File: config.mk
export PLATFORM = sky130hd
export DESIGN_NAME = ddr3_port_arbiter_flat
export DESIGN_NICKNAME = d
export VERILOG_FILES = /design/src/rtl/ddr3_port_arbiter_if.sv /design/src/rtl/ddr3_port_arbiter.sv /design/src/flat_wrapper.sv
export SDC_FILE = /design/constraint.sdc
export NUM_CORES = 1
export LEC_CHECK = 0
export ABC_AREA = 1
export CAP_MARGIN = 0
export CORE_AREA = 2 2 370 372
export CTS_CLUSTER_SIZE = 10
export DETAILED_ROUTE_END_ITERATION = 12
export DIE_AREA = 0 0 372 374
export GPL_TIMING_DRIVEN = 1
export PLACE_DENSITY = 0.31
export SLEW_MARGIN = 25
export SYNTH_ARGS = -nofsm -noshare
export SYNTH_HDL_FRONTEND = slang
export SYNTH_SLANG_ARGS = --single-unit
File: constraint.sdc
create_clock -name I_dma_clk -period 1.8 [get_ports I_dma_clk]
set_input_delay 0.27 -clock I_dma_clk [delete_from_list [all_inputs] [get_ports I_dma_clk]]
set_output_delay 0.27 -clock I_dma_clk [all_outputs]
set_load 0.005 [all_outputs]
File: src/rtl/ddr3_port_arbiter_if.sv
// rtl/ddr3_port_arbiter_if.sv - DDR3MI app port and two DMA master ports seen by the port arbiter
interface ddr3_port_arbiter_if #(
  parameter int ADDR_WIDTH = 28,
  parameter int DATA_WIDTH = 128
);
  localparam int MW = DATA_WIDTH / 8;

  logic                  I_cmd_ready;
  logic [2:0]            O_cmd;
  logic                  O_cmd_en;
  logic [5:0]            O_app_burst_number;
  logic [ADDR_WIDTH-1:0] O_addr;
  logic                  I_wr_data_rdy;
  logic                  O_wr_data_en;
  logic                  O_wr_data_end;
  logic [DATA_WIDTH-1:0] O_wr_data;
  logic [MW-1:0]         O_wr_data_mask;
  logic                  I_rd_data_valid;
  logic [DATA_WIDTH-1:0] I_rd_data;

  logic                  I_m0_cmd_en,        I_m1_cmd_en;
  logic [2:0]            I_m0_cmd,           I_m1_cmd;
  logic [ADDR_WIDTH-1:0] I_m0_addr,          I_m1_addr;
  logic [5:0]            I_m0_burst_number,  I_m1_burst_number;
  logic                  O_m0_cmd_ready,     O_m1_cmd_ready;
  logic                  O_m0_wr_data_rdy,   O_m1_wr_data_rdy;
  logic                  I_m0_wr_data_en,    I_m1_wr_data_en;
  logic                  I_m0_wr_data_end,   I_m1_wr_data_end;
  logic [DATA_WIDTH-1:0] I_m0_wr_data,       I_m1_wr_data;
  logic [MW-1:0]         I_m0_wr_data_mask,  I_m1_wr_data_mask;
  logic                  O_m0_rd_data_valid, O_m1_rd_data_valid;
  logic [DATA_WIDTH-1:0] O_m0_rd_data,       O_m1_rd_data;

  logic                  O_owner;
  logic                  O_busy;
  logic                  O_rd_timeout;

  modport slave (
    input  I_cmd_ready, I_wr_data_rdy, I_rd_data_valid, I_rd_data,
    input  I_m0_cmd_en, I_m0_cmd, I_m0_addr, I_m0_burst_number,
    input  I_m0_wr_data_en, I_m0_wr_data_end, I_m0_wr_data, I_m0_wr_data_mask,
    input  I_m1_cmd_en, I_m1_cmd, I_m1_addr, I_m1_burst_number,
    input  I_m1_wr_data_en, I_m1_wr_data_end, I_m1_wr_data, I_m1_wr_data_mask,
    output O_cmd, O_cmd_en, O_app_burst_number, O_addr,
    output O_wr_data_en, O_wr_data_end, O_wr_data, O_wr_data_mask,
    output O_m0_cmd_ready, O_m0_wr_data_rdy, O_m0_rd_data_valid, O_m0_rd_data,
    output O_m1_cmd_ready, O_m1_wr_data_rdy, O_m1_rd_data_valid, O_m1_rd_data,
    output O_owner, O_busy, O_rd_timeout
  );

  modport master (
    output I_cmd_ready, I_wr_data_rdy, I_rd_data_valid, I_rd_data,
    output I_m0_cmd_en, I_m0_cmd, I_m0_addr, I_m0_burst_number,
    output I_m0_wr_data_en, I_m0_wr_data_end, I_m0_wr_data, I_m0_wr_data_mask,
    output I_m1_cmd_en, I_m1_cmd, I_m1_addr, I_m1_burst_number,
    output I_m1_wr_data_en, I_m1_wr_data_end, I_m1_wr_data, I_m1_wr_data_mask,
    input  O_cmd, O_cmd_en, O_app_burst_number, O_addr,
    input  O_wr_data_en, O_wr_data_end, O_wr_data, O_wr_data_mask,
    input  O_m0_cmd_ready, O_m0_wr_data_rdy, O_m0_rd_data_valid, O_m0_rd_data,
    input  O_m1_cmd_ready, O_m1_wr_data_rdy, O_m1_rd_data_valid, O_m1_rd_data,
    input  O_owner, O_busy, O_rd_timeout
  );
endinterface

File: src/rtl/ddr3_port_arbiter.sv
// rtl/ddr3_port_arbiter.sv - two-master whole-transaction arbiter in front of the DDR3MI app port
module ddr3_port_arbiter #(
  parameter int ADDR_WIDTH  = 28,
  parameter int DATA_WIDTH  = 128,
  parameter bit M0_PRIORITY = 1'b1,
  parameter int RD_TIMEOUT  = 1023
) (
  input logic              I_dma_clk,
  input logic              I_rst_n,
  ddr3_port_arbiter_if.slave bus
);
  localparam int TW = $clog2(RD_TIMEOUT + 1);

  typedef enum logic [1:0] {IDLE, ISSUE, WDATA, RDATA} state_e;

  state_e                state_q, state_d;
  logic                  owner_q, owner_d;
  logic                  last_q, last_d;
  logic [2:0]            cmd_q, cmd_d;
  logic [ADDR_WIDTH-1:0] addr_q, addr_d;
  logic [5:0]            burst_q, burst_d;
  logic [6:0]            beat_q, beat_d;
  logic [TW-1:0]         to_q, to_d;
  logic                  rd_timeout_q, rd_timeout_d;

  logic winner, accept, own_wr_en, in_wdata, in_rdata;

  // Tie goes to M0 in priority mode, else to whoever was not served last.
  always_comb begin
    if (bus.I_m0_cmd_en && bus.I_m1_cmd_en) winner = M0_PRIORITY ? 1'b0 : ~last_q;
    else                                     winner = bus.I_m1_cmd_en;
  end

  assign accept    = (state_q == IDLE) && (bus.I_m0_cmd_en || bus.I_m1_cmd_en);
  assign in_wdata  = (state_q == WDATA);
  assign in_rdata  = (state_q == RDATA);
  assign own_wr_en = owner_q ? bus.I_m1_wr_data_en : bus.I_m0_wr_data_en;

  assign bus.O_m0_cmd_ready     = accept & ~winner;
  assign bus.O_m1_cmd_ready     = accept & winner;
  assign bus.O_cmd_en           = (state_q == ISSUE) & bus.I_cmd_ready;
  assign bus.O_cmd              = cmd_q;
  assign bus.O_addr             = addr_q;
  assign bus.O_app_burst_number = burst_q;

  assign bus.O_wr_data_en   = in_wdata & own_wr_en;
  assign bus.O_wr_data_end  = in_wdata & (owner_q ? bus.I_m1_wr_data_end : bus.I_m0_wr_data_end);
  assign bus.O_wr_data      = !in_wdata ? '0 : (owner_q ? bus.I_m1_wr_data : bus.I_m0_wr_data);
  assign bus.O_wr_data_mask = !in_wdata ? '0 : (owner_q ? bus.I_m1_wr_data_mask : bus.I_m0_wr_data_mask);

  assign bus.O_m0_wr_data_rdy   = in_wdata & ~owner_q & bus.I_wr_data_rdy;
  assign bus.O_m1_wr_data_rdy   = in_wdata &  owner_q & bus.I_wr_data_rdy;
  assign bus.O_m0_rd_data_valid = in_rdata & ~owner_q & bus.I_rd_data_valid;
  assign bus.O_m1_rd_data_valid = in_rdata &  owner_q & bus.I_rd_data_valid;
  assign bus.O_m0_rd_data       = bus.I_rd_data;
  assign bus.O_m1_rd_data       = bus.I_rd_data;

  assign bus.O_owner      = owner_q;
  assign bus.O_busy       = (state_q != IDLE);
  assign bus.O_rd_timeout = rd_timeout_q;

  always_comb begin
    state_d      = state_q;
    owner_d      = owner_q;
    last_d       = last_q;
    cmd_d        = cmd_q;
    addr_d       = addr_q;
    burst_d      = burst_q;
    beat_d       = beat_q;
    to_d         = to_q;
    rd_timeout_d = rd_timeout_q;
    case (state_q)
      IDLE: begin
        if (accept) begin
          cmd_d   = winner ? bus.I_m1_cmd          : bus.I_m0_cmd;
          addr_d  = winner ? bus.I_m1_addr         : bus.I_m0_addr;
          burst_d = winner ? bus.I_m1_burst_number : bus.I_m0_burst_number;
          owner_d = winner;
          last_d  = winner;
          state_d = ISSUE;
        end
      end
      ISSUE: begin
        if (bus.I_cmd_ready) begin
          beat_d = {1'b0, burst_q} + 7'd1;
          to_d   = '0;
          case (cmd_q)
            3'd0:    state_d = WDATA;
            3'd1:    state_d = RDATA;
            default: state_d = IDLE;
          endcase
        end
      end
      WDATA: begin
        if (own_wr_en && bus.I_wr_data_rdy) begin
          beat_d = beat_q - 7'd1;
          if (beat_q == 7'd1) state_d = IDLE;
        end
      end
      RDATA: begin
        if (bus.I_rd_data_valid) begin
          beat_d = beat_q - 7'd1;
          to_d   = '0;
          if (beat_q == 7'd1) state_d = IDLE;
        end else if (to_q == TW'(RD_TIMEOUT - 1)) begin
          // Controller stalled mid-burst: give the port back, leave the sticky flag.
          rd_timeout_d = 1'b1;
          to_d         = '0;
          state_d      = IDLE;
        end else begin
          to_d = to_q + 1'b1;
        end
      end
      default: state_d = IDLE;
    endcase
  end

  always_ff @(posedge I_dma_clk or negedge I_rst_n) begin
    if (!I_rst_n) begin
      state_q      <= IDLE;
      owner_q      <= 1'b0;
      last_q       <= 1'b1;
      cmd_q        <= '0;
      addr_q       <= '0;
      burst_q      <= '0;
      beat_q       <= '0;
      to_q         <= '0;
      rd_timeout_q <= 1'b0;
    end else begin
      state_q      <= state_d;
      owner_q      <= owner_d;
      last_q       <= last_d;
      cmd_q        <= cmd_d;
      addr_q       <= addr_d;
      burst_q      <= burst_d;
      beat_q       <= beat_d;
      to_q         <= to_d;
      rd_timeout_q <= rd_timeout_d;
    end
  end
endmodule

File: src/flat_wrapper.sv
// flat-port wrapper written by rule: the top's interface ports become plain ports
module ddr3_port_arbiter_flat 
#(
  parameter int ADDR_WIDTH  = 28,
  parameter int DATA_WIDTH  = 128,
  parameter bit M0_PRIORITY = 1'b1,
  parameter int RD_TIMEOUT  = 1023
)
  (I_dma_clk, I_rst_n, bus_I_cmd_ready, bus_I_wr_data_rdy, bus_I_rd_data_valid, bus_I_rd_data, bus_I_m0_cmd_en, bus_I_m0_cmd, bus_I_m0_addr, bus_I_m0_burst_number, bus_I_m0_wr_data_en, bus_I_m0_wr_data_end, bus_I_m0_wr_data, bus_I_m0_wr_data_mask, bus_I_m1_cmd_en, bus_I_m1_cmd, bus_I_m1_addr, bus_I_m1_burst_number, bus_I_m1_wr_data_en, bus_I_m1_wr_data_end, bus_I_m1_wr_data, bus_I_m1_wr_data_mask, bus_O_cmd, bus_O_cmd_en, bus_O_app_burst_number, bus_O_addr, bus_O_wr_data_en, bus_O_wr_data_end, bus_O_wr_data, bus_O_wr_data_mask, bus_O_m0_cmd_ready, bus_O_m0_wr_data_rdy, bus_O_m0_rd_data_valid, bus_O_m0_rd_data, bus_O_m1_cmd_ready, bus_O_m1_wr_data_rdy, bus_O_m1_rd_data_valid, bus_O_m1_rd_data, bus_O_owner, bus_O_busy, bus_O_rd_timeout);
  ddr3_port_arbiter_if #(.ADDR_WIDTH(ADDR_WIDTH), .DATA_WIDTH(DATA_WIDTH)) bus_i ();
  input logic I_dma_clk;
  input logic I_rst_n;
  input wire logic [$bits(bus_i.I_cmd_ready)-1:0] bus_I_cmd_ready;
  input wire logic [$bits(bus_i.I_wr_data_rdy)-1:0] bus_I_wr_data_rdy;
  input wire logic [$bits(bus_i.I_rd_data_valid)-1:0] bus_I_rd_data_valid;
  input wire logic [$bits(bus_i.I_rd_data)-1:0] bus_I_rd_data;
  input wire logic [$bits(bus_i.I_m0_cmd_en)-1:0] bus_I_m0_cmd_en;
  input wire logic [$bits(bus_i.I_m0_cmd)-1:0] bus_I_m0_cmd;
  input wire logic [$bits(bus_i.I_m0_addr)-1:0] bus_I_m0_addr;
  input wire logic [$bits(bus_i.I_m0_burst_number)-1:0] bus_I_m0_burst_number;
  input wire logic [$bits(bus_i.I_m0_wr_data_en)-1:0] bus_I_m0_wr_data_en;
  input wire logic [$bits(bus_i.I_m0_wr_data_end)-1:0] bus_I_m0_wr_data_end;
  input wire logic [$bits(bus_i.I_m0_wr_data)-1:0] bus_I_m0_wr_data;
  input wire logic [$bits(bus_i.I_m0_wr_data_mask)-1:0] bus_I_m0_wr_data_mask;
  input wire logic [$bits(bus_i.I_m1_cmd_en)-1:0] bus_I_m1_cmd_en;
  input wire logic [$bits(bus_i.I_m1_cmd)-1:0] bus_I_m1_cmd;
  input wire logic [$bits(bus_i.I_m1_addr)-1:0] bus_I_m1_addr;
  input wire logic [$bits(bus_i.I_m1_burst_number)-1:0] bus_I_m1_burst_number;
  input wire logic [$bits(bus_i.I_m1_wr_data_en)-1:0] bus_I_m1_wr_data_en;
  input wire logic [$bits(bus_i.I_m1_wr_data_end)-1:0] bus_I_m1_wr_data_end;
  input wire logic [$bits(bus_i.I_m1_wr_data)-1:0] bus_I_m1_wr_data;
  input wire logic [$bits(bus_i.I_m1_wr_data_mask)-1:0] bus_I_m1_wr_data_mask;
  output wire logic [$bits(bus_i.O_cmd)-1:0] bus_O_cmd;
  output wire logic [$bits(bus_i.O_cmd_en)-1:0] bus_O_cmd_en;
  output wire logic [$bits(bus_i.O_app_burst_number)-1:0] bus_O_app_burst_number;
  output wire logic [$bits(bus_i.O_addr)-1:0] bus_O_addr;
  output wire logic [$bits(bus_i.O_wr_data_en)-1:0] bus_O_wr_data_en;
  output wire logic [$bits(bus_i.O_wr_data_end)-1:0] bus_O_wr_data_end;
  output wire logic [$bits(bus_i.O_wr_data)-1:0] bus_O_wr_data;
  output wire logic [$bits(bus_i.O_wr_data_mask)-1:0] bus_O_wr_data_mask;
  output wire logic [$bits(bus_i.O_m0_cmd_ready)-1:0] bus_O_m0_cmd_ready;
  output wire logic [$bits(bus_i.O_m0_wr_data_rdy)-1:0] bus_O_m0_wr_data_rdy;
  output wire logic [$bits(bus_i.O_m0_rd_data_valid)-1:0] bus_O_m0_rd_data_valid;
  output wire logic [$bits(bus_i.O_m0_rd_data)-1:0] bus_O_m0_rd_data;
  output wire logic [$bits(bus_i.O_m1_cmd_ready)-1:0] bus_O_m1_cmd_ready;
  output wire logic [$bits(bus_i.O_m1_wr_data_rdy)-1:0] bus_O_m1_wr_data_rdy;
  output wire logic [$bits(bus_i.O_m1_rd_data_valid)-1:0] bus_O_m1_rd_data_valid;
  output wire logic [$bits(bus_i.O_m1_rd_data)-1:0] bus_O_m1_rd_data;
  output wire logic [$bits(bus_i.O_owner)-1:0] bus_O_owner;
  output wire logic [$bits(bus_i.O_busy)-1:0] bus_O_busy;
  output wire logic [$bits(bus_i.O_rd_timeout)-1:0] bus_O_rd_timeout;
  assign bus_i.I_cmd_ready = bus_I_cmd_ready;
  assign bus_i.I_wr_data_rdy = bus_I_wr_data_rdy;
  assign bus_i.I_rd_data_valid = bus_I_rd_data_valid;
  assign bus_i.I_rd_data = bus_I_rd_data;
  assign bus_i.I_m0_cmd_en = bus_I_m0_cmd_en;
  assign bus_i.I_m0_cmd = bus_I_m0_cmd;
  assign bus_i.I_m0_addr = bus_I_m0_addr;
  assign bus_i.I_m0_burst_number = bus_I_m0_burst_number;
  assign bus_i.I_m0_wr_data_en = bus_I_m0_wr_data_en;
  assign bus_i.I_m0_wr_data_end = bus_I_m0_wr_data_end;
  assign bus_i.I_m0_wr_data = bus_I_m0_wr_data;
  assign bus_i.I_m0_wr_data_mask = bus_I_m0_wr_data_mask;
  assign bus_i.I_m1_cmd_en = bus_I_m1_cmd_en;
  assign bus_i.I_m1_cmd = bus_I_m1_cmd;
  assign bus_i.I_m1_addr = bus_I_m1_addr;
  assign bus_i.I_m1_burst_number = bus_I_m1_burst_number;
  assign bus_i.I_m1_wr_data_en = bus_I_m1_wr_data_en;
  assign bus_i.I_m1_wr_data_end = bus_I_m1_wr_data_end;
  assign bus_i.I_m1_wr_data = bus_I_m1_wr_data;
  assign bus_i.I_m1_wr_data_mask = bus_I_m1_wr_data_mask;
  assign bus_O_cmd = bus_i.O_cmd;
  assign bus_O_cmd_en = bus_i.O_cmd_en;
  assign bus_O_app_burst_number = bus_i.O_app_burst_number;
  assign bus_O_addr = bus_i.O_addr;
  assign bus_O_wr_data_en = bus_i.O_wr_data_en;
  assign bus_O_wr_data_end = bus_i.O_wr_data_end;
  assign bus_O_wr_data = bus_i.O_wr_data;
  assign bus_O_wr_data_mask = bus_i.O_wr_data_mask;
  assign bus_O_m0_cmd_ready = bus_i.O_m0_cmd_ready;
  assign bus_O_m0_wr_data_rdy = bus_i.O_m0_wr_data_rdy;
  assign bus_O_m0_rd_data_valid = bus_i.O_m0_rd_data_valid;
  assign bus_O_m0_rd_data = bus_i.O_m0_rd_data;
  assign bus_O_m1_cmd_ready = bus_i.O_m1_cmd_ready;
  assign bus_O_m1_wr_data_rdy = bus_i.O_m1_wr_data_rdy;
  assign bus_O_m1_rd_data_valid = bus_i.O_m1_rd_data_valid;
  assign bus_O_m1_rd_data = bus_i.O_m1_rd_data;
  assign bus_O_owner = bus_i.O_owner;
  assign bus_O_busy = bus_i.O_busy;
  assign bus_O_rd_timeout = bus_i.O_rd_timeout;
  ddr3_port_arbiter #(.ADDR_WIDTH(ADDR_WIDTH), .DATA_WIDTH(DATA_WIDTH), .M0_PRIORITY(M0_PRIORITY), .RD_TIMEOUT(RD_TIMEOUT)) u_core (.I_dma_clk(I_dma_clk), .I_rst_n(I_rst_n), .bus(bus_i));
endmodule
==> out/metrics.sh <==
CRIT_BUF_INV=6
GRT_PASS1_VIAS=10300
ROUTE.FINAL.WIRE_LENGTH_MM=86.2
CRIT_ARRIVAL_NS=1.97
POWER_PER_CELL_AREA_nW_PER_UM2=1320
IO_PINS=950
START_UTIL_PCT=5.23
LAYOUT-DRIVE-GT1-SHARE_PCT=45.3
FINAL-HOLD-VIOLATION-COUNT=0
YS_FF_LATCH=58
DIE_H_UM=374
POST-DP-HPWL_MM=72.2
CRITICAL_PATH.CELL_CHAIN='buf_12 -> buf_16 -> buf_12 -> buf_8 -> nand2_2 -> a21oi_2 -> buf_4 -> buf_12'
NUMBER_OF_FAILING_SETUP_ENDPOINTS_IN_THE_FINAL_TIMING_REPORT=152
DRC=0
VIOLATIONS='setup timing'
VIA_COUNT=9769
NUMBER_OF_CLOCK_BUFFERS_INSERTED_BY_TRITONCTS=9
DRT_ITER0_DRC=269
YOSYS-TOP-CELLS-AREA='sky130_fd_sc_hd__buf_4 28%, sky130_fd_sc_hd__nand2_1 24%, sky130_fd_sc_hd__dfrtp_1 21%, sky130_fd_sc_hd__a21oi_1 11%, sky130_fd_sc_hd__nand3_1 3.7%'
DIEAREA_UM2=139000
GRT_ANTENNA_BEFORE_REPAIR=12
SLOWEST_STAGE='sky130_fd_sc_hd__dfrtp_4'
SYNTH.CELL_AREA_UM2=7050
TIMING.FMAX_GHz=0.446
FINAL_ANTENNA_NET_COUNT=0
SLEW_MARGIN_REL_PCT=70.3
WORSTMARGINPINSLEW_NS=0.445
CRITICAL-PATH-TOP-DELAY-FAMILY='buffers and inverters'
SLEW_VIOL_FINAL=0
GRT_UTIL_ALL_LAYERS_PCT=11.8
SYNTHESIS.YOSYS.WARNINGS=0
MAX_CAP_VIOL_COUNT=0
SIGNED_AREA_CHANGE_FROM_THE_SYNTHESIZED_NETLIST_TO_THE_FINAL_LAYOUT_PCT=168
CORE_AREA_UM2=135000
PLACEDCELLCOUNT=3337
POWER.LEAKAGE_nW=7.44
FIN_CRIT_NS=2.24
PEAKVDDDROP_V=0.000682
CRIT_FANOUT=7
POSTSYNTHAREAPERCELL_UM2=6.09
PERIOD_SHARE_PCT=124
CLOCK-SKEW-FINAL_NS=0.0102
PLACE.GP.CONGESTION=0.829
CRITICAL_PATH_CLASS='reg2out'
PLACE.PORT_BUFFERS=565
YS.FLOP_TYPE='sky130_fd_sc_hd__dfrtp_1'
SETUP.WORST_PATH.END_CLASS='output port'
SYNTH_ENABLE_FLOP_CELLS=0
SYNTHDOMINANTCELLAREASHARE_PCT=27.6
H_TREE_DEPTH=3
CLOCK-ROOT-BUFFER='sky130_fd_sc_hd__clkbuf_16'
FINAL_CELL_COUNT_NO_FILL=3437
SYNTH-ASYNC-RESET-RATIO_PCT=100
TIMING.CRITICAL_PATH.SLOWEST_CELL_DELAY_NS=0.51
GRT-OVFL-TOTAL=0
DRT_PRE_ANTENNA_ITERS=5
NETLIST_INSTANCES=1158
SEQ_AREA_FRAC_SYNTH_PCT=20.6
CLKTRANSATPATHREGS_NS=0.06
TRITONCTS='built'
HOLD_PATH_CLASS='in2async'
WORST_CASE_SETUP_SLACK_AFTER_PLACEMENT_NS=-0.717
DETAIL_ROUTE.VIAS_PER_CELL=2.84
GRT_PASS1_WL_MM=107
CLOCKBUFFERDEPTH=2
STATUS='finished with violations'
YOSYSUNIQUECELLTYPES=29
GRT_MAX_DEGREE=59
DIE-WIDTH_UM=372
RSZ0062_AT_GRT='true'
TIMING.CRITICAL_PATH.REQUIRED_NS=1.53
STD_CELL_ROWS=135
INSERTION_DELAY_NS=0.36
WORST_SLACK_NS=-0.441
CTS.SINKS=58
CP_COMMON_CELL='sky130_fd_sc_hd__buf_12'
SYNTHESIS.NETS=1664
DETAIL_ROUTED_NET_LENGTH_PER_STANDARD_CELL_UM=25.1
FINAL_NETS=2155
CRITICAL_PATH_SOURCE_TYPE='register'
NETLIST.TOP_CELL.BY_AREA='sky130_fd_sc_hd__buf_4'
==> sequential cells by signal (all words and copies together), names as in the netlist <==
register	count
u_core.bus.O_owner	1
u_core.state_q	2
u_core.to_q	10
u_core.bus.O_cmd	3
u_core.bus.O_addr	28
u_core.bus.O_rd_timeout	1
u_core.bus.O_app_burst_number	6
u_core.beat_q	7
==> final cells by class <==
type,count,area (µm²)
fill,15400,116000
timing repair buffer,797,9240
multi-input combinational,747,5470
tap,1781,2230
sequential,58,1460
clock buffer,12,256
inverter,36,183
clock inverter,3,40.0
antenna,3,7.51
==> cells in the mapped netlist, types with 5 or more instances <==
cell type / n
sky130_fd_sc_hd__inv_2: 5
sky130_fd_sc_hd__a21oi_1: 150
sky130_fd_sc_hd__inv_1: 30
sky130_fd_sc_hd__buf_2: 25
sky130_fd_sc_hd__nand3_1: 52
sky130_fd_sc_hd__o211ai_1: 6
sky130_fd_sc_hd__clkbuf_1: 29
sky130_fd_sc_hd__nand2_1: 455
sky130_fd_sc_hd__dfrtp_1: 58
sky130_fd_sc_hd__nor2_1: 41
sky130_fd_sc_hd__buf_4: 259
sky130_fd_sc_hd__ha_1: 5
sky130_fd_sc_hd__o21ai_0: 11
==> routing by layer <==
layer / vias to the layer above / wire length (µm) / GRT usage (%)
met3: 86 / 13900 / 8.09
met4: 6 / 2090 / 2.66
met1: 4519 / 35300 / 14.2
li1: 4398 / - / -
met2: 760 / 34700 / 16.8
met5: - / 195 / 1.33
==> kinds of logic after synthesis <==
logic type / Yosys count / share of synthesized area (%)
flops: 58 / 20.6
simple gates: 563 / 31.6
fa+ha+maj: 5 / 0.887
xor+xnor: 6 / 0.745
compound gates: 173 / 12.8
buf+inv: 353 / 33.4
==> placed cells by master (no fill, tap or decap), types with 17 or more instances in the layout <==
master,n
sky130_fd_sc_hd__clkdlybuf4s50_1,408
sky130_fd_sc_hd__nand2_1,268
sky130_fd_sc_hd__nand2_4,112
sky130_fd_sc_hd__buf_6,105
sky130_fd_sc_hd__buf_12,104
sky130_fd_sc_hd__a21oi_4,84
sky130_fd_sc_hd__nand2_2,76
sky130_fd_sc_hd__buf_4,74
sky130_fd_sc_hd__dfrtp_1,56
sky130_fd_sc_hd__nand3_1,51
sky130_fd_sc_hd__a21oi_2,49
sky130_fd_sc_hd__buf_2,49
sky130_fd_sc_hd__nor2_1,36
sky130_fd_sc_hd__inv_1,26
sky130_fd_sc_hd__buf_8,25
sky130_fd_sc_hd__a21oi_1,17
sky130_fd_sc_hd__buf_16,17
==> stage by stage <==
step                power (mW)  area [µm²]  util [%]  hold slack (ns)  TNS [ns]
floorplan                 6.63        7050         -          -0.0256         0
global route              26.6       18900      14.0            0.478    -58.29
detailed placement        15.8       14600      10.8            0.331    -34.56
global placement          16.0       14600      10.8            0.336    -34.98
finish                    24.9       18900      14.0            0.444    -45.96
CTS                       24.2       17900      13.3            0.455    -59.26
==> worst paths after layout <==
path                                         startpoint                      end  slack, ns  cells past startpoint
worst max-delay path                 u_core.bus.O_owner   bus_O_wr_data_mask[14]      -0.44                      8
worst min-delay path                            I_rst_n    u_core.bus.O_addr[18]       0.44                      3
worst max register to register       u_core.bus.O_owner        u_core.state_q[0]       0.03                     12
worst min register to register  u_core.bus.O_rd_timeout  u_core.bus.O_rd_timeout       0.48                      1
max in group asynchronous                       I_rst_n       u_core.bus.O_owner       0.98                      3
min in group I_dma_clk                bus_I_m1_addr[12]    u_core.bus.O_addr[12]       0.47                      3
==> worst register-to-register path: stages, from the launching register on <==
cell and delay [ns]:
sky130_fd_sc_hd__dfrtp_4 0.51, sky130_fd_sc_hd__inv_16 0.07, sky130_fd_sc_hd__buf_12 0.13, sky130_fd_sc_hd__buf_6 0.11, sky130_fd_sc_hd__buf_12 0.13, sky130_fd_sc_hd__nand2_4 0.05, sky130_fd_sc_hd__buf_4 0.11, sky130_fd_sc_hd__nand3_4 0.07
sky130_fd_sc_hd__buf_6 0.13, sky130_fd_sc_hd__a21oi_4 0.16, sky130_fd_sc_hd__nand2_2 0.07, sky130_fd_sc_hd__nand2_1 0.07, sky130_fd_sc_hd__nand2_1 0.04
==> power by group <==
part / switching, mW / internal, mW
sequential: 0.439 / 1.84
combinational: 10.3 / 10.5
clock: 0.730 / 1.14
total: 11.4 / 13.5
==> timing repair <==
item,in CTS,in global routing
hold endpoints to repair,58,0
setup endpoints to repair,186,200
gates cloned,23,2
pin swaps,90,101
gates resized for setup,807,288
setup buffers,68,41
hold buffers,1,0
No activity file was read; power rests on OpenSTA's default activity.
